--- config.mk ---
export PLATFORM = sky130hd
export DESIGN_NAME = moore_control
export DESIGN_NICKNAME = d
export VERILOG_FILES = /design/src/rtl/moore_control_pkg.sv /design/src/rtl/sync_chain.sv /design/src/rtl/moore_control.sv
export SDC_FILE = /design/constraint.sdc
export NUM_CORES = 1
export LEC_CHECK = 0
export ABC_AREA = 0
export BUFFER_PORTS_ARGS = -buffer_cell sky130_fd_sc_hd__buf_2
export CORE_AREA = 4 4 41 43
export CTS_BUF_LIST = sky130_fd_sc_hd__clkbuf_8
export CTS_CLUSTER_SIZE = 10
export DETAILED_ROUTE_END_ITERATION = 12
export DIE_AREA = 0 0 45 47
export REMOVE_ABC_BUFFERS = 1
export SLEW_MARGIN = 10
export SYNTH_ARGS = -nofsm -noshare
export SYNTH_HDL_FRONTEND = slang
export SYNTH_SLANG_ARGS = --single-unit
--- constraint.sdc ---
create_clock -name inputClk -period 1.9 [get_ports inputClk]
set_clock_uncertainty 0.05 [all_clocks]
set_input_delay 0.285 -clock inputClk [delete_from_list [all_inputs] [get_ports inputClk]]
set_output_delay 0.285 -clock inputClk [all_outputs]
set_load 0.005 [all_outputs]
--- src/rtl/moore_control_pkg.sv ---
// Shared types and default constants for the alternating two-actuator controller.
package moore_control_pkg;

    // 3-bit binary state encoding; codes 5..7 are unused and treated as FAULT.
    typedef enum logic [2:0] {
        IDLE0 = 3'd0,
        RUN0  = 3'd1,
        IDLE1 = 3'd2,
        RUN1  = 3'd3,
        FAULT = 3'd4
    } stateT;

    localparam int SYNC_STAGES_DEF = 2;
    localparam int MIN_RUN_DEF     = 4;

endpackage

--- src/rtl/sync_chain.sv ---
// Parameterised-depth 1-bit synchroniser, cleared to 0 on reset.
// Depth 0 passes the input straight through.
module sync_chain #(
    parameter int STAGES = 2
) (
    input  logic clk,
    input  logic rst,
    input  logic d,
    output logic q
);

    generate
        if (STAGES == 0) begin : gBypass
            assign q = d;
        end else begin : gChain
            logic [STAGES-1:0] ff;

            // Shift the input through STAGES flops; ff[0] is nearest the pin.
            always_ff @(posedge clk or posedge rst) begin
                if (rst) begin
                    ff <= '0;
                end else begin
                    ff[0] <= d;
                    for (int k = 1; k < STAGES; k++) begin
                        ff[k] <= ff[k-1];
                    end
                end
            end

            assign q = ff[STAGES-1];
        end
    endgenerate

endmodule

--- src/rtl/moore_control.sv ---
// Moore controller alternating two actuators: each start request energises the
// next actuator in turn until the stop condition, with a guaranteed minimum run.
//
// state | meaning
// IDLE0 | waiting for start, next run uses B0
// RUN0  | B0 energised
// IDLE1 | waiting for start, next run uses B1
// RUN1  | B1 energised
// FAULT | start and stop seen together; outputs off until reset
module moore_control
    import moore_control_pkg::*;
#(
    parameter int SYNC_STAGES = SYNC_STAGES_DEF,
    parameter int MIN_RUN     = MIN_RUN_DEF
) (
    input  logic inputI,
    input  logic inputS,
    input  logic inputClk,
    input  logic inputReset,
    output logic outputB0,
    output logic outputB1
);

    localparam int CNT_W = (MIN_RUN > 1) ? $clog2(MIN_RUN) : 1;
    localparam logic [CNT_W-1:0] CNT_MAX = CNT_W'(MIN_RUN - 1);

    stateT            state;
    stateT            stateNext;
    logic [CNT_W-1:0] runCnt;
    logic [CNT_W-1:0] runCntNext;
    logic             iSync;
    logic             sSync;
    logic             minDone;

    sync_chain #(.STAGES(SYNC_STAGES)) uSyncI (
        .clk (inputClk),
        .rst (inputReset),
        .d   (inputI),
        .q   (iSync)
    );

    sync_chain #(.STAGES(SYNC_STAGES)) uSyncS (
        .clk (inputClk),
        .rst (inputReset),
        .d   (inputS),
        .q   (sSync)
    );

    // Counter saturates, so reaching the limit is a simple compare.
    assign minDone = (runCnt >= CNT_MAX);

    // State and run-counter registers.
    always_ff @(posedge inputClk or posedge inputReset) begin
        if (inputReset) begin
            state  <= IDLE0;
            runCnt <= '0;
        end else begin
            state  <= stateNext;
            runCnt <= runCntNext;
        end
    end

    // Next-state and counter update; inconsistent sensors override everything.
    always_comb begin
        stateNext  = state;
        runCntNext = runCnt;
        if (state != FAULT && iSync && sSync) begin
            stateNext = FAULT;
        end else begin
            case (state)
                IDLE0: begin
                    if (iSync) begin
                        stateNext  = RUN0;
                        runCntNext = '0;
                    end
                end
                IDLE1: begin
                    if (iSync) begin
                        stateNext  = RUN1;
                        runCntNext = '0;
                    end
                end
                RUN0: begin
                    if (sSync && minDone) begin
                        stateNext = IDLE1;
                    end else if (!minDone) begin
                        runCntNext = runCnt + 1'b1;
                    end
                end
                RUN1: begin
                    if (sSync && minDone) begin
                        stateNext = IDLE0;
                    end else if (!minDone) begin
                        runCntNext = runCnt + 1'b1;
                    end
                end
                FAULT:   stateNext = FAULT;
                default: stateNext = FAULT;
            endcase
        end
    end

    assign outputB0 = (state == RUN0);
    assign outputB1 = (state == RUN1);

endmodule

==> results_dict.tcl, run 1 <==
set metrics [dict create \
    slowest_delay_ns 0.47 \
    synth_most_common_cell "dfrtp_1" \
    netSwitchingFraction_pct 19.64 \
    synth_cell_types 19 \
    setup_ws_ns 0.5067 \
    status "completed" \
    synth_edf_count 0 \
    io_pins 6 \
    p_switching_w 0.00008581 \
    async_flop_share_pct 100.0 \
    synth_top_family_by_area "simple AND/OR/NAND/NOR gates" \
    clk_path_buf_depth 2 \
    synthMuxAreaShare_pct 2.980 \
    path_clk_slew_ns 0.05 \
    syn_avg_cell_area_um2 11.81 \
    fin_area_um2 476.7 \
    p_int_w 0.0003510 \
    start_util_pct 29.04 \
    p_total_w 0.0004368 \
    cts-root-buf "clkbuf_8" \
    die_y_um 47 \
    post_dp_cell_area_um2 421.7 \
    finalWirelength_um 619 \
    seqPwrFrac_pct 47.9 \
    path_cells "nor3b_1, buf_2" \
    yosys.area_share.simple_pct 20.86 \
    clock_latency_ns 0.23 \
    maxCapViolCount 0 \
    cts_made_buffers 3 \
    fin_nets 48 \
    seqCellArea_um2 225.2 \
    combinationalPowerShare_pct 4.1 \
    synthCells 32 \
    start_kind "flop" \
    period_needed_ns 1.393 \
    viasPerCell 4.667 \
    max-vdd-ir-drop_v 0.0005870 \
    synth_xor_area_share_pct 0 \
    die_w_um 45 \
    dr.pass1.iters 2 \
    placement_rows 13 \
    design.core.area_um2 1301 \
    p_clk_share_pct 48.1 \
    synth_top_area_share_pct 59.60 \
    layout-drive-gt1-share_pct 30.95 \
    power_leakage_nw 0.2325 \
    period_share_pct 73.33 \
    ys_seq_area_share_pct 59.60 \
    arrival_ns 1.06 \
    p_per_area_nw_per_um2 916.4 \
    crit_path_end_kind "output pin" \
    antenna_found_initial 0 \
    syn-cell-area_um2 377.9 \
    grt_first_pass_wirelength_um 1117 \
    hold_viol 0 \
    dieArea_um2 2115 \
    fillers 142 \
    yosys-top-cells-count "dfrtp_1, nor2_1, a21oi_1, inv_1, nor3b_1" \
    multi_input_area_um2 141.4 \
    htreeDepth 1 \
    crit_required_ns 1.56 \
    slowest_stage "dfrtp_1" \
    track_usage_pct 7.674 \
    setup_tns_ns 0 \
    antenna_cells 0 \
    postCtsSetupRepairBufs 0 \
    yosys.area.top_type "dfrtp_1" \
    worst_slew_pin_slew_ns 0.3448 \
    final_cell_count_no_fill 57 \
    cts_sinks 9 \
    routabilityCongestion 0.6752 \
    ys_warn_count 0 \
    crit_type "reg2out" \
    yosys_most_used_dff "dfrtp_1" \
    ant_nets 0 \
    netlist_top_cells_area "dfrtp_1, nor3b_1, ha_1, mux2_1, nor2_1" \
    rsz0062_at_grt "no" \
    worst-path-max-fanout 9 \
    cts_tree "yes" \
    area_growth_pct 26.16 \
    wire_per_inst_um 10.86 \
    drc 0 \
    drt-initial-drc-count 1 \
    synthAdderAreaFrac_pct 3.311 \
    min_path_type "in2reg" \
    dp_worst_setup_slack_ns 0.5390 \
    fmax_ghz 0.7177 \
    drv_slew 0 \
    ys_ff_latch 9 \
    slew_headroom_pct 76.99 \
    overflow 0 \
    grt_start_max_net_pins 10 \
    first_global_vias 252 \
    via_count 266 \
    synth-compound-area-share_pct 10.26 \
    io_buffers 5 \
    setup_viol 0 \
    place_inst 52 \
]
kinds of logic after synthesis:
| family | after synthesis |
|---|---|
| compound gates | 6 |
| fa+ha+maj | 1 |
| buf+inv | 3 |
| flops | 9 |
| mux | 1 |
| simple gates | 12 |
power by group through the flow:
stage	registers (W)	clock network, W	logic (W)
2_1_floorplan	0.000210	0	0.0000117
3_3_place_gp	0.000211	0	0.0000174
3_5_place_dp	0.000212	0	0.0000171
4_1_cts	0.000209	0.000216	0.0000187
5_1_grt	0.000211	0.000227	0.0000223
6_report	0.000209	0.000210	0.0000178
flip-flops by register name, summed over array words and instances (netlist names):
register	cells
runCnt	2
state	3
uSyncI.gChain.ff	2
uSyncS.gChain.ff	2
per-stage QoR:
| stage | utilization (%) | hold slack [ns] |
|---|---|---|
| 2_1_floorplan | - | 0.06292 |
| 3_3_place_gp | 32.40 | 0.2072 |
| 3_5_place_dp | 32.40 | 0.2198 |
| 4_1_cts | 36.63 | 0.1108 |
| 5_1_grt | 36.63 | 0.1070 |
| 6_report | 36.63 | 0.1164 |
per-layer routing:
| layer | vias up | share of wire [%] | GRT usage, % | wire length (µm) |
|---|---|---|---|---|
| met5 | - | 0 | 0 | 0 |
| met2 | 10 | 44 | 12.15 | 271 |
| met4 | 0 | 0 | 0 | 0 |
| li1 | 134 | - | - | - |
| met3 | 0 | 9.5 | 5.747 | 59 |
| met1 | 122 | 47 | 8.941 | 288 |
area by class of cell:
class	count	area share, %
Sequential cell	9	47.24
Multi-Input combinational cell	20	29.66
Clock inverter	1	0.7874
Inverter	3	2.362
Clock buffer	3	8.661
Tap cell	15	3.937
Timing Repair Buffer	6	7.349
timing repair:
| action | in CTS | in global routing |
|---|---|---|
| endpoints found under the hold margin | 9 | 0 |
| gates resized for setup | 0 | 0 |
| hold buffers | 1 | 0 |
cells in the final DEF, fill, tap and decap left out, types with 2 or more instances in the layout:
cell type / synthesis / layout
a21oi_1: 2 / 2
buf_2: 0 / 5
clkbuf_8: 0 / 3
dfrtp_1: 9 / 9
inv_1: 2 / 3
nor2_1: 3 / 3
nor3b_1: 2 / 2
path summary, 6_finish.rpt:
kind                                           from                   to  slack (ns)  cells past startpoint
worst min-delay path                         inputI  uSyncI.gChain.ff[0]        0.12                      1
min in group asynchronous                inputReset             state[2]        0.51                      3
worst max register to register            runCnt[0]             state[1]        0.52                      4
worst max-delay path                       state[0]             outputB0        0.51                      2
worst min register to register  uSyncI.gChain.ff[0]  uSyncI.gChain.ff[1]        0.30                      0
max in group asynchronous                inputReset  uSyncI.gChain.ff[0]        1.03                      3
critical path, delay by kind of cell, from the launching register on:
family | cells | cell delay (ns)
and+or+nand+nor | 1 | 0.21
buffers and inverters | 1 | 0.14
DFF | 1 | 0.47
Note: power is estimated with default switching activity, not from simulation.
==> run 2: changes to the inputs <==
Clock period 1.9 ns to 1.14 ns, I/O delays scaled along.
==> results_dict.tcl, run 2 (synthesis results as in run 1) <==
set metrics [dict create \
    status "finished with violations" \
    violations "setup timing" \
    slew_headroom_pct 78.66 \
    p_switching_w 0.0001518 \
    crit_type "reg2reg" \
    power_leakage_nw 0.3042 \
    cts_sinks 9 \
    design.core.area_um2 1301 \
    worstHoldStart "uSyncS.gChain.ff[0]" \
    crit_path_end_kind "flop" \
    grt_start_max_net_pins 10 \
    arrival_ns 1.38 \
    cts-root-buf "clkbuf_8" \
    critPathTopFamily "simple AND/OR/NAND/NOR gates" \
    p_int_w 0.0006128 \
    cp-startpoint "runCnt[0]" \
    hpwl_um 490.2 \
    whs_ns 0.2987 \
    cts_tree "yes" \
    fin_nets 62 \
    cp.buffers_inverters 0 \
    slowest_delay_ns 0.41 \
    routabilityCongestion 0.6656 \
    start_util_pct 29.04 \
    drc 0 \
    grt_busiest_layer "met2" \
    clk_path_buf_depth 2 \
    cts_made_buffers 3 \
    combinationalPowerShare_pct 8.7 \
    io_buffers 5 \
    start_kind "flop" \
    first_global_vias 298 \
    htreeDepth 1 \
    dr.pass1.iters 1 \
    grt_first_pass_wirelength_um 1248 \
    p_clk_share_pct 45.5 \
    io_pins 6 \
    via_count 316 \
    p_per_area_nw_per_um2 1201 \
    place_inst 61 \
    viasPerCell 4.451 \
    worst_slew_pin_slew_ns 0.3198 \
    regMostFlops "state" \
    overflow 0 \
    placement_rows 13 \
    setup_ws_ns -0.1383 \
    area_growth_pct 68.54 \
    dieArea_um2 2115 \
    die_w_um 45 \
    rsz0062_at_grt "yes" \
    netSwitchingFraction_pct 19.85 \
    clock_latency_ns 0.23 \
    wire_per_inst_um 11.01 \
    largest_reg_flops 3 \
    period_needed_ns 1.278 \
    antenna_cells 0 \
    final_common_cell "buf_4" \
    final_cell_count_no_fill 71 \
    period_share_pct 112.1 \
    drv_slew 0 \
    gr-usage-met2_pct 13.28 \
    ant_nets 0 \
    setup_tns_ns -0.6176 \
    dp_worst_setup_slack_ns -0.1579 \
    track_usage_pct 8.619 \
    met3_usage_pct 2.299 \
    min_path_type "reg2reg" \
    layout-drive-gt1-share_pct 57.14 \
    antenna_found_initial 0 \
    hold_viol 0 \
    fmax_ghz 0.7823 \
    path_cells "ha_4, nand2_2, or4_4, a21oi_2" \
    crit_required_ns 1.24 \
    seqPwrFrac_pct 45.8 \
    setup_viol 6 \
    max-vdd-ir-drop_v 0.0007909 \
    layout_common_cells "buf_4, dfrtp_1, buf_2" \
    die_y_um 47 \
    finalWirelength_um 782 \
    met1_usage_pct 10.77 \
    r2r_start "runCnt[0]" \
    path_clk_slew_ns 0.04 \
    maxCapViolCount 0 \
    drt-initial-drc-count 0 \
    slowest_stage "or4_4" \
    worst-path-max-fanout 4 \
]
==> run 2: changes by cell type in the layout (fill, tap and decap cells not counted), sizes merged <==
cell         change
buf             +12
dlygate4sd3      +2
==> run 2: final cells by class <==
class                           instances  area (µm²)
Timing Repair Buffer                   20       160.2
Clock inverter                          1       3.754
Tap cell                               15       18.77
Fill cell                             134       664.4
Sequential cell                         9       227.7
Inverter                                3       11.26
Clock buffer                            3       41.29
Multi-Input combinational cell         20       173.9
==> run 2: path summary, 6_finish.rpt <==
path                                       end  slack, ns  cells past startpoint
min in group asynchronous  uSyncI.gChain.ff[0]       0.38                      3
min                        uSyncS.gChain.ff[1]       0.30                      0
max in group asynchronous             state[0]       0.40                      3
min reg2reg                uSyncS.gChain.ff[1]       0.30                      0
max                                   state[1]      -0.14                      4
max reg2reg                           state[1]      -0.14                      4
==> run 2: per-stage QoR <==
step | power [W] | utilization [%] | cell area (µm²)
floorplan | 0.0003693 | - | 377.9
global placement | 0.0003951 | 37.60 | 489.2
detailed placement | 0.0003966 | 37.60 | 489.2
CTS | 0.0007662 | 47.40 | 616.8
global route | 0.0008158 | 48.94 | 636.9
finish | 0.0007647 | 48.94 | 636.9
==> run 2: what timing repair did <==
action                                  CTS  global route
pin swaps                                 1             2
setup buffers                             2             1
cloned                                    0             0
resized for setup                         9             4
hold endpoints to repair                 11             0
endpoints found under the setup margin    6             6
hold buffers                              3             0
==> run 2: layer usage <==
layer	vias to the layer above	routed length, µm
met5	-	0
met4	0	0
met3	0	28
met2	6	393
met1	149	361
li1	161	-
==> run 2: worst reg2reg max path, stage by stage, from the launching register on <==
cell and delay (ns):
dfrtp_1 0.39, ha_4 0.17, nand2_2 0.06, or4_4 0.41, a21oi_2 0.13
==> run 2: power by group through the flow <==
| stage | Clock (W) | Combinational, W | Sequential [W] |
|---|---|---|---|
| 4_1_cts | 0.000360 | 0.0000571 | 0.000349 |
| 5_1_grt | 0.000389 | 0.0000758 | 0.000351 |
| 3_5_place_dp | 0 | 0.0000464 | 0.000350 |
| 3_3_place_gp | 0 | 0.0000462 | 0.000349 |
| 6_report | 0.000348 | 0.0000667 | 0.000350 |
| 2_1_floorplan | 0 | 0.0000195 | 0.000350 |
==> run 3: changes to the inputs <==
Settings changed: ABC_AREA 0 to 1.
==> results_dict.tcl, run 3 <==
set metrics [dict create \
    cts_made_buffers 3 \
    layout_common_cells "nand2_1, dfrtp_1, inv_1" \
    yosys_most_used_dff "dfrtp_1" \
    cts_tree "yes" \
    fmax_ghz 0.8694 \
    overflow 0 \
    p_per_area_nw_per_um2 1231 \
    yosys-top-cells-count "nand2_1, dfrtp_1, inv_1, nand3_1, nor2_1" \
    die_w_um 45 \
    r2r_slack_ns 0.05 \
    maxCapViolCount 0 \
    period_share_pct 100.9 \
    seqCellArea_um2 225.2 \
    syn_avg_cell_area_um2 8.602 \
    wire_per_inst_um 8.875 \
    area_growth_pct 41.21 \
    fillers 135 \
    layout-drive-gt1-share_pct 32.31 \
    start_kind "flop" \
    ys_seq_area_share_pct 54.55 \
    max-vdd-ir-drop_v 0.0007269 \
    synth_top_area_share_pct 54.55 \
    crit_type "reg2out" \
    clk_path_buf_depth 2 \
    io_buffers 5 \
    status "finished with violations" \
    die_y_um 47 \
    r2r_end "runCnt[0]" \
    drt-initial-drc-count 1 \
    ff2ff_path_depth 5 \
    antenna_cells 0 \
    hpwl_um 494.4 \
    setup_ws_ns -0.01026 \
    placement_rows 13 \
    track_usage_pct 8.713 \
    period_needed_ns 1.150 \
    viasPerCell 4.188 \
    drv_slew 0 \
    worstHoldStart "uSyncS.gChain.ff[0]" \
    whs_path_depth 0 \
    synth_most_common_cell "nand2_1" \
    setup_tns_ns -0.01026 \
    slew_headroom_pct 78.49 \
    arrival_ns 0.93 \
    antenna_found_initial 0 \
    design.core.area_um2 1301 \
    io_pins 6 \
    setup_viol 1 \
    cts-root-buf "clkbuf_8" \
    routabilityCongestion 0.6586 \
    crit_required_ns 0.92 \
    dp_worst_setup_slack_ns 0.06005 \
    post_dp_cell_area_um2 464.2 \
    grt_start_max_net_pins 10 \
    crit_path_end_kind "output pin" \
    whs_ns 0.2937 \
    yosys.area.top_type "dfrtp_1" \
    fin_area_um2 583.1 \
    ys_warn_count 0 \
    start_util_pct 31.73 \
    drc 0 \
    regMostFlops "state" \
    synthCells 48 \
    dieArea_um2 2115 \
    p_total_w 0.0007175 \
    htreeDepth 1 \
    rsz0062_at_grt "yes" \
    final_common_cell "nand2_1" \
    min_path_type "reg2reg" \
    r2r_start "state[2]" \
    violations "setup timing" \
    multi_input_area_um2 167.7 \
    via_count 335 \
    clock_latency_ns 0.23 \
    hold_viol 0 \
    worst-path-max-fanout 4 \
    ys_ff_latch 9 \
    first_global_vias 333 \
    fin_nets 71 \
    cts_sinks 9 \
    largest_reg_flops 3 \
    netlist_top_cells_area "dfrtp_1, nand2_1, nand3_1, inv_1, a21oi_4" \
    dr.pass1.iters 4 \
    synth_edf_count 0 \
    ant_nets 0 \
    power_leakage_nw 0.3110 \
    grt_first_pass_wirelength_um 1255 \
    hold_path_end "uSyncS.gChain.ff[1]" \
    finalWirelength_um 710 \
    syn-cell-area_um2 412.9 \
    path_clk_slew_ns 0.04 \
    async_flop_share_pct 100.0 \
    worst_slew_pin_slew_ns 0.3224 \
    synth_cell_types 12 \
]
run 3: what timing repair did:
item                                   in CTS  in global routing
pin swaps                                   1                  4
setup endpoints to repair                   2                  5
endpoints found under the hold margin      11                  0
cloned                                      0                  0
setup buffers                               2                  2
resized for setup                           1                  4
hold buffers                                3                  0
run 3: critical path, stage by stage (launching register included):
cell	delay, ns
dfrtp_1	0.41
nor3_2	0.17
buf_2	0.12
run 3: where the power goes:
group	leakage, nW	internal [W]	switching [W]
clock network	0.0269	0.000233	0.000108
registers	0.111	0.000333	0.00000539
logic	0.173	0.0000203	0.0000179
run 3: worst max-delay path by stage:
stage,from,to,cells after the start
6_report,state[1],outputB0,2
5_1_grt,state[1],outputB0,2
4_1_cts,state[0],outputB0,3
3_5_place_dp,runCnt[0],state[1],6
3_3_place_gp,runCnt[0],state[1],6
2_1_floorplan,runCnt[0],state[1],6
run 3: cells by family (layout without fill, tap and decap cells):
family | after synthesis | count (layout) | share of synthesized area (%)
AO/OA/AOI/OAI | 2 | 2 | 5.151
AND/OR/NAND/NOR | 28 | 28 | 30.00
adder cells (fa/ha/maj) | 1 | 1 | 3.030
flip-flops | 9 | 9 | 54.55
buffers and inverters | 8 | 25 | 7.273
run 3: final cells by class:
class                   instances  area share, %
clock buffers                   3          7.082
inverters                       8          5.150
well taps                      15          3.219
clock inverters                 1         0.6438
flip-flops and latches          9          38.63
repair buffers                 13          16.52
multi-input cells              31          28.76
run 3: stage by stage:
step | std cells | util, %
4_1_cts | 78 | 42.98
2_1_floorplan | 48 | -
6_report | 80 | 44.81
3_3_place_gp | 69 | 35.67
3_5_place_dp | 69 | 35.67
5_1_grt | 80 | 44.81
run 3: layer usage:
layer  track usage, %  vias to the layer above  part of all wire, %
li1                 -                      182                    -
met1            9.412                      145                   44
met2            13.56                        6                   51
met3            2.299                        2                  3.2
met4            8.772                        0                  2.0
met5                0                        -                    0
